[config.mk]
export PLATFORM = sky130hd
export DESIGN_NAME = bf_r2_pipe
export DESIGN_NICKNAME = d
export VERILOG_FILES = /design/src/rtl/bf_pkg.sv /design/src/rtl/bf_cmul.sv /design/src/rtl/bf_r2_pipe.sv
export SDC_FILE = /design/constraint.sdc
export NUM_CORES = 2
export LEC_CHECK = 0
export ABC_AREA = 0
export BUFFER_PORTS_ARGS = -buffer_cell sky130_fd_sc_hd__buf_2
export CAP_MARGIN = 20
export CORE_MARGIN = 4
export CORE_UTILIZATION = 66
export DETAILED_ROUTE_END_ITERATION = 16
export PLACE_DENSITY = 0.86
export SLEW_MARGIN = 20
export SYNTH_ARGS = -nofsm -noshare
export SYNTH_HDL_FRONTEND = slang
export SYNTH_SLANG_ARGS = --single-unit
[constraint.sdc]
create_clock -name clk -period 9.65 [get_ports clk]
set_input_delay 1.93 -clock clk [delete_from_list [all_inputs] [get_ports clk]]
set_output_delay 1.93 -clock clk [all_outputs]
set_load 0.005 [all_outputs]
[src/rtl/bf_pkg.sv]
// Shared constants and helpers for the radix-2 butterfly pipeline (bf_r2_pipe, bf_cmul).
// Complex samples are packed {re, im} with the real part in the upper half.
package bf_pkg;

   localparam int unsigned DW_DEF  = 12;
   localparam int unsigned TW_DEF  = 12;

   localparam int unsigned RE_HALF = 1;
   localparam int unsigned IM_HALF = 0;

   // Half-LSB of the Q1.(tw-1) product scaling, for round-half-up.
   function automatic longint rnd_const(input int unsigned tw);
      return longint'(1) <<< (tw - 2);
   endfunction

   function automatic longint sat_max(input int unsigned dw);
      return (longint'(1) <<< (dw - 1)) - 1;
   endfunction

   function automatic longint sat_min(input int unsigned dw);
      return -(longint'(1) <<< (dw - 1));
   endfunction

endpackage

[src/rtl/bf_cmul.sv]
// Registered complex multiplier B*W (or B*conj(W) when inv), rounded back to
// DW+2 bits; forms the S2 stage of bf_r2_pipe.
module bf_cmul
   import bf_pkg::*;
#(
   parameter int unsigned DW = DW_DEF,
   parameter int unsigned TW = TW_DEF
) (
   input  logic                 clk,
   input  logic                 rst_n,
   input  logic                 en,
   input  logic                 in_valid,
   input  logic [2*DW-1:0]      b,
   input  logic [2*TW-1:0]      w,
   input  logic                 inv,
   output logic                 out_valid,
   output logic signed [DW+1:0] t_re,
   output logic signed [DW+1:0] t_im
);

   localparam int unsigned PW = DW + TW + 1;
   localparam logic signed [PW-1:0] RND = PW'(rnd_const(TW));

   logic signed [DW-1:0] br, bi;
   logic signed [TW-1:0] wr, wi;
   logic signed [PW-1:0] p_rr, p_ii, p_ri, p_ir, p_re, p_im;

   assign br = b[RE_HALF*DW +: DW];
   assign bi = b[IM_HALF*DW +: DW];
   assign wr = w[RE_HALF*TW +: TW];
   assign wi = w[IM_HALF*TW +: TW];

   always_comb begin
      p_rr = PW'(br) * PW'(wr);
      p_ii = PW'(bi) * PW'(wi);
      p_ri = PW'(br) * PW'(wi);
      p_ir = PW'(bi) * PW'(wr);
      if (inv) begin
         p_re = p_rr + p_ii;
         p_im = p_ir - p_ri;
      end else begin
         p_re = p_rr - p_ii;
         p_im = p_ri + p_ir;
      end
   end

   always_ff @(posedge clk or negedge rst_n) begin
      if (!rst_n) begin
         out_valid <= 1'b0;
         t_re      <= '0;
         t_im      <= '0;
      end else if (en) begin
         out_valid <= in_valid;
         t_re      <= (DW+2)'((p_re + RND) >>> (TW - 1));
         t_im      <= (DW+2)'((p_im + RND) >>> (TW - 1));
      end
   end

endmodule

[src/rtl/bf_r2_pipe.sv]
// Pipelined radix-2 DIT butterfly: C1 = A + B*W, C2 = A - B*W, 3-stage, valid/ready.
// Optional macro BF_SAT_EN: clamp out-of-range outputs instead of wrapping.
module bf_r2_pipe
   import bf_pkg::*;
#(
   parameter int unsigned DW = DW_DEF,
   parameter int unsigned TW = TW_DEF
) (
   input  logic            clk,
   input  logic            rst_n,
   input  logic            in_valid,
   output logic            in_ready,
   input  logic [2*DW-1:0] a,
   input  logic [2*DW-1:0] b,
   input  logic [2*TW-1:0] w,
   input  logic            inv,
   input  logic            scale,
   output logic            out_valid,
   input  logic            out_ready,
   output logic [2*DW-1:0] c1,
   output logic [2*DW-1:0] c2,
   output logic            ovf,
   output logic            ovf_sticky,
   input  logic            clr
);

   localparam int unsigned SW = DW + 3;
   localparam logic signed [SW-1:0] LIM_HI = SW'(sat_max(DW));
   localparam logic signed [SW-1:0] LIM_LO = SW'(sat_min(DW));

   logic            adv;
   logic            s1_v, s1_inv, s1_scale, s2_v, s2_scale;
   logic [2*DW-1:0] s1_a, s1_b, s2_a;
   logic [2*TW-1:0] s1_w;
   logic signed [DW+1:0] t_re, t_im;

   // Single global stall: every stage moves together, bubbles are kept.
   assign adv      = !out_valid || out_ready;
   assign in_ready = adv;

   always_ff @(posedge clk or negedge rst_n) begin
      if (!rst_n) begin
         s1_v     <= 1'b0;
         s1_inv   <= 1'b0;
         s1_scale <= 1'b0;
         s1_a     <= '0;
         s1_b     <= '0;
         s1_w     <= '0;
         s2_a     <= '0;
         s2_scale <= 1'b0;
      end else if (adv) begin
         s1_v     <= in_valid;
         s1_inv   <= inv;
         s1_scale <= scale;
         s1_a     <= a;
         s1_b     <= b;
         s1_w     <= w;
         s2_a     <= s1_a;
         s2_scale <= s1_scale;
      end
   end

   bf_cmul #(.DW(DW), .TW(TW)) u_cmul (
      .clk       (clk),
      .rst_n     (rst_n),
      .en        (adv),
      .in_valid  (s1_v),
      .b         (s1_b),
      .w         (s1_w),
      .inv       (s1_inv),
      .out_valid (s2_v),
      .t_re      (t_re),
      .t_im      (t_im)
   );

   logic signed [DW-1:0] a_re, a_im;
   logic signed [SW-1:0] sum [4];
   logic [DW-1:0]        lim [4];
   logic                 oor;

   assign a_re = s2_a[RE_HALF*DW +: DW];
   assign a_im = s2_a[IM_HALF*DW +: DW];

   // Order: c1_re, c1_im, c2_re, c2_im.
   always_comb begin
      sum[0] = SW'(a_re) + SW'(t_re);
      sum[1] = SW'(a_im) + SW'(t_im);
      sum[2] = SW'(a_re) - SW'(t_re);
      sum[3] = SW'(a_im) - SW'(t_im);
      oor    = 1'b0;
      for (int unsigned i = 0; i < 4; i++) begin
         if (s2_scale)
            sum[i] = (sum[i] + SW'(1)) >>> 1;
         oor = oor || (sum[i] > LIM_HI) || (sum[i] < LIM_LO);
`ifdef BF_SAT_EN
         if (sum[i] > LIM_HI)
            lim[i] = LIM_HI[DW-1:0];
         else if (sum[i] < LIM_LO)
            lim[i] = LIM_LO[DW-1:0];
         else
            lim[i] = sum[i][DW-1:0];
`else
         lim[i] = sum[i][DW-1:0];
`endif
      end
   end

   always_ff @(posedge clk or negedge rst_n) begin
      if (!rst_n) begin
         out_valid <= 1'b0;
         c1        <= '0;
         c2        <= '0;
         ovf       <= 1'b0;
      end else if (adv) begin
         out_valid <= s2_v;
         c1        <= {lim[0], lim[1]};
         c2        <= {lim[2], lim[3]};
         ovf       <= s2_v && oor;
      end
   end

   always_ff @(posedge clk or negedge rst_n) begin
      if (!rst_n)
         ovf_sticky <= 1'b0;
      else if (clr)
         ovf_sticky <= 1'b0;
      else if (out_valid && out_ready && ovf)
         ovf_sticky <= 1'b1;
   end

endmodule

* After elaboration in Yosys (flattened, before gate mapping)
Cells that the tools add are included.
Cells by class: $mul 4, reductions and logical operators 13, order comparisons 8, $add $sub $neg 14, muxes and demuxes 8
Operator list (number):
- multiplier 12 x 12 -> 24 bit | 4
- adder 15 x 2 -> 15 bit, second input constant | 4
- greater-than comparator 15 x 12 -> 1 bit, second input constant | 4
- < comparator 15 x 12 -> 1 bit, second input constant | 4
- 2-to-1 mux 15 bit | 4
- adder 25 x 12 -> 25 bit, second input constant | 2
- adder 25 bit | 2
- 2-to-1 mux 25 bit | 2
- subtractor 25 bit | 2
- adder 12 x 14 -> 15 bit | 2
- subtractor 12 x 14 -> 15 bit | 2
- logical OR 1 bit | 8
- logical AND 1 bit | 3
- 2-to-1 mux 1 bit | 2
- nonzero test 2 bit | 1
- zero test 1 bit | 1
Storage, ports and cells: output and inout bits 52, input bits 79, flip-flop bits (word level) 180

* Logic depth before layout (Yosys ltp)
depth in word-level cells 12, gate-level depth with buffers 37, mapped depth without buffers 34

* Hierarchy
From an unflattened synthesis, not the netlist that was laid out.
Unflattened totals: cells, all modules 4377, area, all modules 36894.1 sq um
Modules (own cells, without submodules):
- bf_cmul | sequential area each 725.7 sq um, area an instance 26546.7 sq um, times used 1, cells each 3075
- bf_r2_pipe | sequential area each 3778.6 sq um, area an instance 10347.4 sq um, times used 1, cells each 1302

* Worst setup path after synthesis
OpenSTA, ideal clock, no wires.
kind flip-flop to flip-flop, start register s1_w[4], end register u_cmul.t_re[13], path buffers 2, slack 1.472 ns, period minus slack after synthesis 8.178 ns, stages on the path, launching flop included 34, required time 9.573 ns, library setup time 0.077 ns, arrival time 8.100 ns, cells stage by stage dfrtp_1 > clkbuf_1 > clkbuf_1 > nand2_1 > fa_1 > fa_1 > fa_1 > inv_1 > fa_1 > inv_1 > fa_1 > inv_1 > ha_1 > o21a_1 > o21ai_0 > o21a_1 > xnor2_1 > nor2_1 > nand2b_1 > nor2_1 > nor2_1 > xnor2_1 > ha_1 > a21o_1 > a21oi_1 > o21ai_0 > a211oi_1 > xnor2_1 > nand4b_1 > or4_1 > a221oi_2 > o211ai_1 > xnor3_1 > a21oi_1
On the way: longest elaborated chain between the ends 4, elaborated cells on any way between the ends 5, classes of those cells 3 x add/sub; 1 x mul; 1 x mux
Ends and longest elaborated chain:
- start: declaration | line bf_r2_pipe.sv:34 | logic [2*TW-1:0] s1_w;
- start signal: assignment | line bf_r2_pipe.sv:57 | s1_w <= w;
- multiplier 12 x 12 -> 24 bit * | line bf_cmul.sv:35 | p_ii = PW'(bi) * PW'(wi);
- subtractor 25 bit or adder 25 bit (tied branches) | line bf_cmul.sv:42, bf_cmul.sv:39
- 2-to-1 mux 25 bit * | line bf_cmul.sv:38 | if (inv) begin
- adder 25 x 12 -> 25 bit * | line bf_cmul.sv:54 | t_re <= (DW+2)'((p_re + RND) >>> (TW - 1));
- end signal: assignment | line bf_cmul.sv:54
- end: declaration | line bf_cmul.sv:17 | output logic signed [DW+1:0] t_re,
Mark *: on every way between the ends. The rest lies on a longest branch, timed or not. A chain may end at the register's enable or synchronous reset.

* Final worst setup path
start register s1_w[6], end register u_cmul.t_re[13]
The elaborated chain is that of the path after synthesis.

==> results_tabular.tex <==
\begin{tabular}{lr}
\hline
Metric & Value \\
\hline
\multicolumn{2}{l}{\textbf{Timing}} \\
Final setup violation count & 0 \\
Relative slew slack & 28.8\% \\
Max Slew Vio Count & 0 \\
Worst slew pin tran & 1070 ps \\
Setup repair after global routing missed its margin & no \\
Minimum clock period & 9150 ps \\
Fin crit share & 94.8\% \\
Post-Route Setup TNS & 0 ps \\
Final Hold Slack & 466 ps \\
Clock skew after layout & 19.0 ps \\
Maximum operating frequency & 109 MHz \\
Post-route worst setup slack & 500 ps \\
Final Hold Viols & 0 \\
\multicolumn{2}{l}{\textbf{Logic synthesis}} \\
Seq cells post-synth & 180 \\
Total number of yosys warnings & 0 \\
Post-Syn Area per Cell & 8.40 sq um \\
Gate count after technology mapping & 4323 \\
Count of flip-flops with a built-in enable after synthesis & 0 \\
Sequential area share after synthesis & 12.4\% \\
Net count after synthesis & 5273 \\
Post-synthesis cell area & 36300 sq um \\
Async SR Flop Fraction & 100\% \\
Count of different cell masters after synthesis & 88 \\
Top\_reg\_cell synth & sky130\_fd\_sc\_hd\_\_dfrtp\_1 \\
\multicolumn{2}{l}{\textbf{CTS}} \\
Clock tree root buffer cell & sky130\_fd\_sc\_hd\_\_clkbuf\_16 \\
TritonCTS clock tree & done \\
Clock Path Buffers & 2 \\
CTS HTree Levels & 4 \\
Clock slew at the register clock pins of the worst setup and hold paths & 90 ps \\
Count of buffers added by post-CTS timing repair for setup & 0 \\
Total clock buffers created by CTS & 17 \\
Clock latency at the later pin of the worst-skew pair & 520 ps \\
Count of hold buffers inserted by post-cts repair & 0 \\
Post-CTS resize count & 0 \\
Clock sink count & 180 \\
\multicolumn{2}{l}{\textbf{Flow run}} \\
Number of violations of the max-capacitance limit & 0 \\
\multicolumn{2}{l}{\textbf{Floorplanning}} \\
Row count & 85 \\
Die height & 243 microns \\
Die ar. & 58800 sq um \\
Core footprint & 54100 sq um \\
Ports placed on the boundary & 131 \\
Initial Utilization & 67.1\% \\
Die Wd & 243 microns \\
\multicolumn{2}{l}{\textbf{Status}} \\
Result of the run & finished clean \\
\multicolumn{2}{l}{\textbf{Worst setup path}} \\
Crit-path most repeated cell & sky130\_fd\_sc\_hd\_\_fa\_1 \\
Required @ worst endpoint & 10080 ps \\
Critical path peak fanout & 25 \\
Crit-path slowest cell & sky130\_fd\_sc\_hd\_\_dfrtp\_1 \\
Crit-path max cell delay & 970 ps \\
Arrival @ worst endpoint & 9580 ps \\
Flop-to-flop setup slack & 500 ps \\
Category of the worst setup path launch point & flip-flop \\
Type of the worst setup path & flip-flop to flip-flop \\
Origin of the critical flop-to-flop path & s1\_w[6] \\
CP Capture Type & flip-flop \\
Length in cells of the worst reg-to-reg path & 31 \\
Capture instance of the worst register-to-register path & u\_cmul.t\_re[13] \\
\multicolumn{2}{l}{\textbf{Route}} \\
Avg WL per Cell & 18.4 microns \\
Drt via density & 5.97 \\
DRC violation count after routing & 0 \\
Detail Route Antenna Nets & 0 \\
Total wirelength of the detailed-routed design & 92900 microns \\
Detailed-router iteration count before antenna repair & 6 \\
Routed via count & 30.1k \\
Iteration-0 DRC Markers & 2828 \\
\multicolumn{2}{l}{\textbf{Global route}} \\
Wire length of the first global-routing pass & 154000 microns \\
Remaining global-route overflow & 0 \\
Largest net degree at the start of global routing & 190 \\
Antenna violations before repair & 2 \\
Aggregate global-route resource usage & 32.3\% \\
Number of global-route vias before repair & 31.0k \\
\multicolumn{2}{l}{\textbf{Worst hold path}} \\
Worst min-delay path endpoint & c1[11] \\
Hold path depth & 2 \\
Source of the worst hold timing path & c1[11] \\
Class of the worst hold path & flip-flop to flip-flop \\
\multicolumn{2}{l}{\textbf{Layout}} \\
Utilization after layout & 70.5\% \\
Fraction of final layout cells sized beyond drive strength 1 & 6.00\% \\
Layout filler cell count & 3973 \\
Final nets & 5285 \\
Area overhead of the layout relative to synthesis & 5.13\% \\
\multicolumn{2}{l}{\textbf{Place}} \\
Final GP Congestion & 0.977 \\
I/O Buffers & 130 \\
Worst-case setup slack after placement & 716 ps \\
Placed wire-length estimate after detailed placement & 74500 microns \\
\hline
\end{tabular}
how the worst max path moves through the flow:
| stage | from | end | slack [ps] | cells past startpoint |
|---|---|---|---|---|
| 3_5_place_dp | s1_b[3] | u_cmul.t_re[13] | 720 | 31 |
| 6_report | s1_w[6] | u_cmul.t_re[13] | 500 | 31 |
| 4_1_cts | s1_b[3] | u_cmul.t_re[13] | 660 | 31 |
| 5_1_grt | s1_b[3] | u_cmul.t_re[13] | 50 | 32 |
| 2_1_floorplan | s1_w[4] | u_cmul.t_re[13] | 1470 | 33 |
| 3_3_place_gp | s1_w[0] | u_cmul.t_im[13] | 1020 | 29 |
layout by cell type, fill, tap and decap left out, drive strengths merged, types with 32 or more instances in the layout:
master | Yosys | final
xor2 | 73 | 73
a21o | 34 | 34
inv | 715 | 724
buf | 20 | 183
nand2b | 56 | 56
nand3 | 50 | 50
nor2 | 192 | 192
fa | 556 | 556
and2 | 197 | 197
nand2 | 788 | 788
a31oi | 35 | 35
ha | 315 | 315
a21oi | 144 | 144
a211oi | 32 | 32
o21ai | 125 | 125
nor3 | 67 | 67
dfrtp | 180 | 180
xnor2 | 166 | 166
synthesized netlist by cell type (all sizes together), types with 32 or more instances:
cell type	count	area, sq um
nand2	788	2960
inv	715	2680
fa	556	11100
ha	315	3940
and2	197	1230
nor2	192	721
dfrtp	180	4500
clkbuf	171	642
xnor2	166	1450
a21oi	144	721
o21ai	125	629
xor2	73	639
nor3	67	335
nand2b	56	350
nand3	50	250
a31oi	35	219
a21o	34	255
a211oi	32	240
flip-flops by register name, indices dropped and copies added (netlist names):
| register | count |
|---|---|
| s1_a | 24 |
| ovf | 1 |
| s1_w | 24 |
| s1_inv | 1 |
| u_cmul.out_valid | 1 |
| c1 | 24 |
| s1_v | 1 |
| s2_a | 24 |
| s1_b | 24 |
| ovf_sticky | 1 |
| c2 | 24 |
| s1_scale | 1 |
| s2_scale | 1 |
| out_valid | 1 |
| u_cmul.t_re | 14 |
| u_cmul.t_im | 14 |
logic make-up (layout without fill, tap and decap cells):
group,after synthesis,in the layout,synth area share (%)
other,0,1,0
adder cells (fa/ha/maj),871,871,41.5
multiplexers,11,11,0.314
buffers and inverters,909,934,9.47
flip-flops,180,180,12.4
AND/OR/NAND/NOR,1527,1527,19.5
XOR/XNOR,244,244,6.08
AO/OA/AOI/OAI,581,581,10.7
per-stage QoR:
step	area [sq um]	std cells
after floorplan	36300	4323
after global placement	37500	5012
after detailed placement	37500	5012
after CTS	38200	5044
after global routing	38200	5044
final	38200	5045
layer usage:
metal / part of all wire (%) / global-route usage, % / vias to the layer above
li1: - / - / 13739
met1: 39 / 41.2 / 14794
met2: 48 / 53.9 / 1260
met3: 7.8 / 5.51 / 315
met4: 5.4 / 15.7 / 0
met5: 0 / 0 / -
final cells by class:
class                           instances  area, sq um  area share [%]
Multi-Input combinational cell       3234        28400            74.3
Sequential cell                       180         4510            11.8
Inverter                              718         2700            7.07
Timing Repair Buffer                  184         1080            2.82
Tap cell                              696          871            2.28
Clock buffer                           17          425            1.11
Clock inverter                         15          214           0.561
Antenna cell                            1         2.50         0.00656
worst max-delay path: cells and delay by family (launching register included):
family | cells | cell delay [ps]
adder cells (fa/ha/maj) | 7 | 3160
AO/OA/AOI/OAI | 10 | 2230
AND/OR/NAND/NOR | 7 | 1600
flip-flops | 1 | 970
XOR/XNOR | 3 | 720
buffers and inverters | 4 | 380
Power is left out: the tool's default activity adds up to more than one toggle a clock period on the data nets, which glitch-free logic cannot reach.
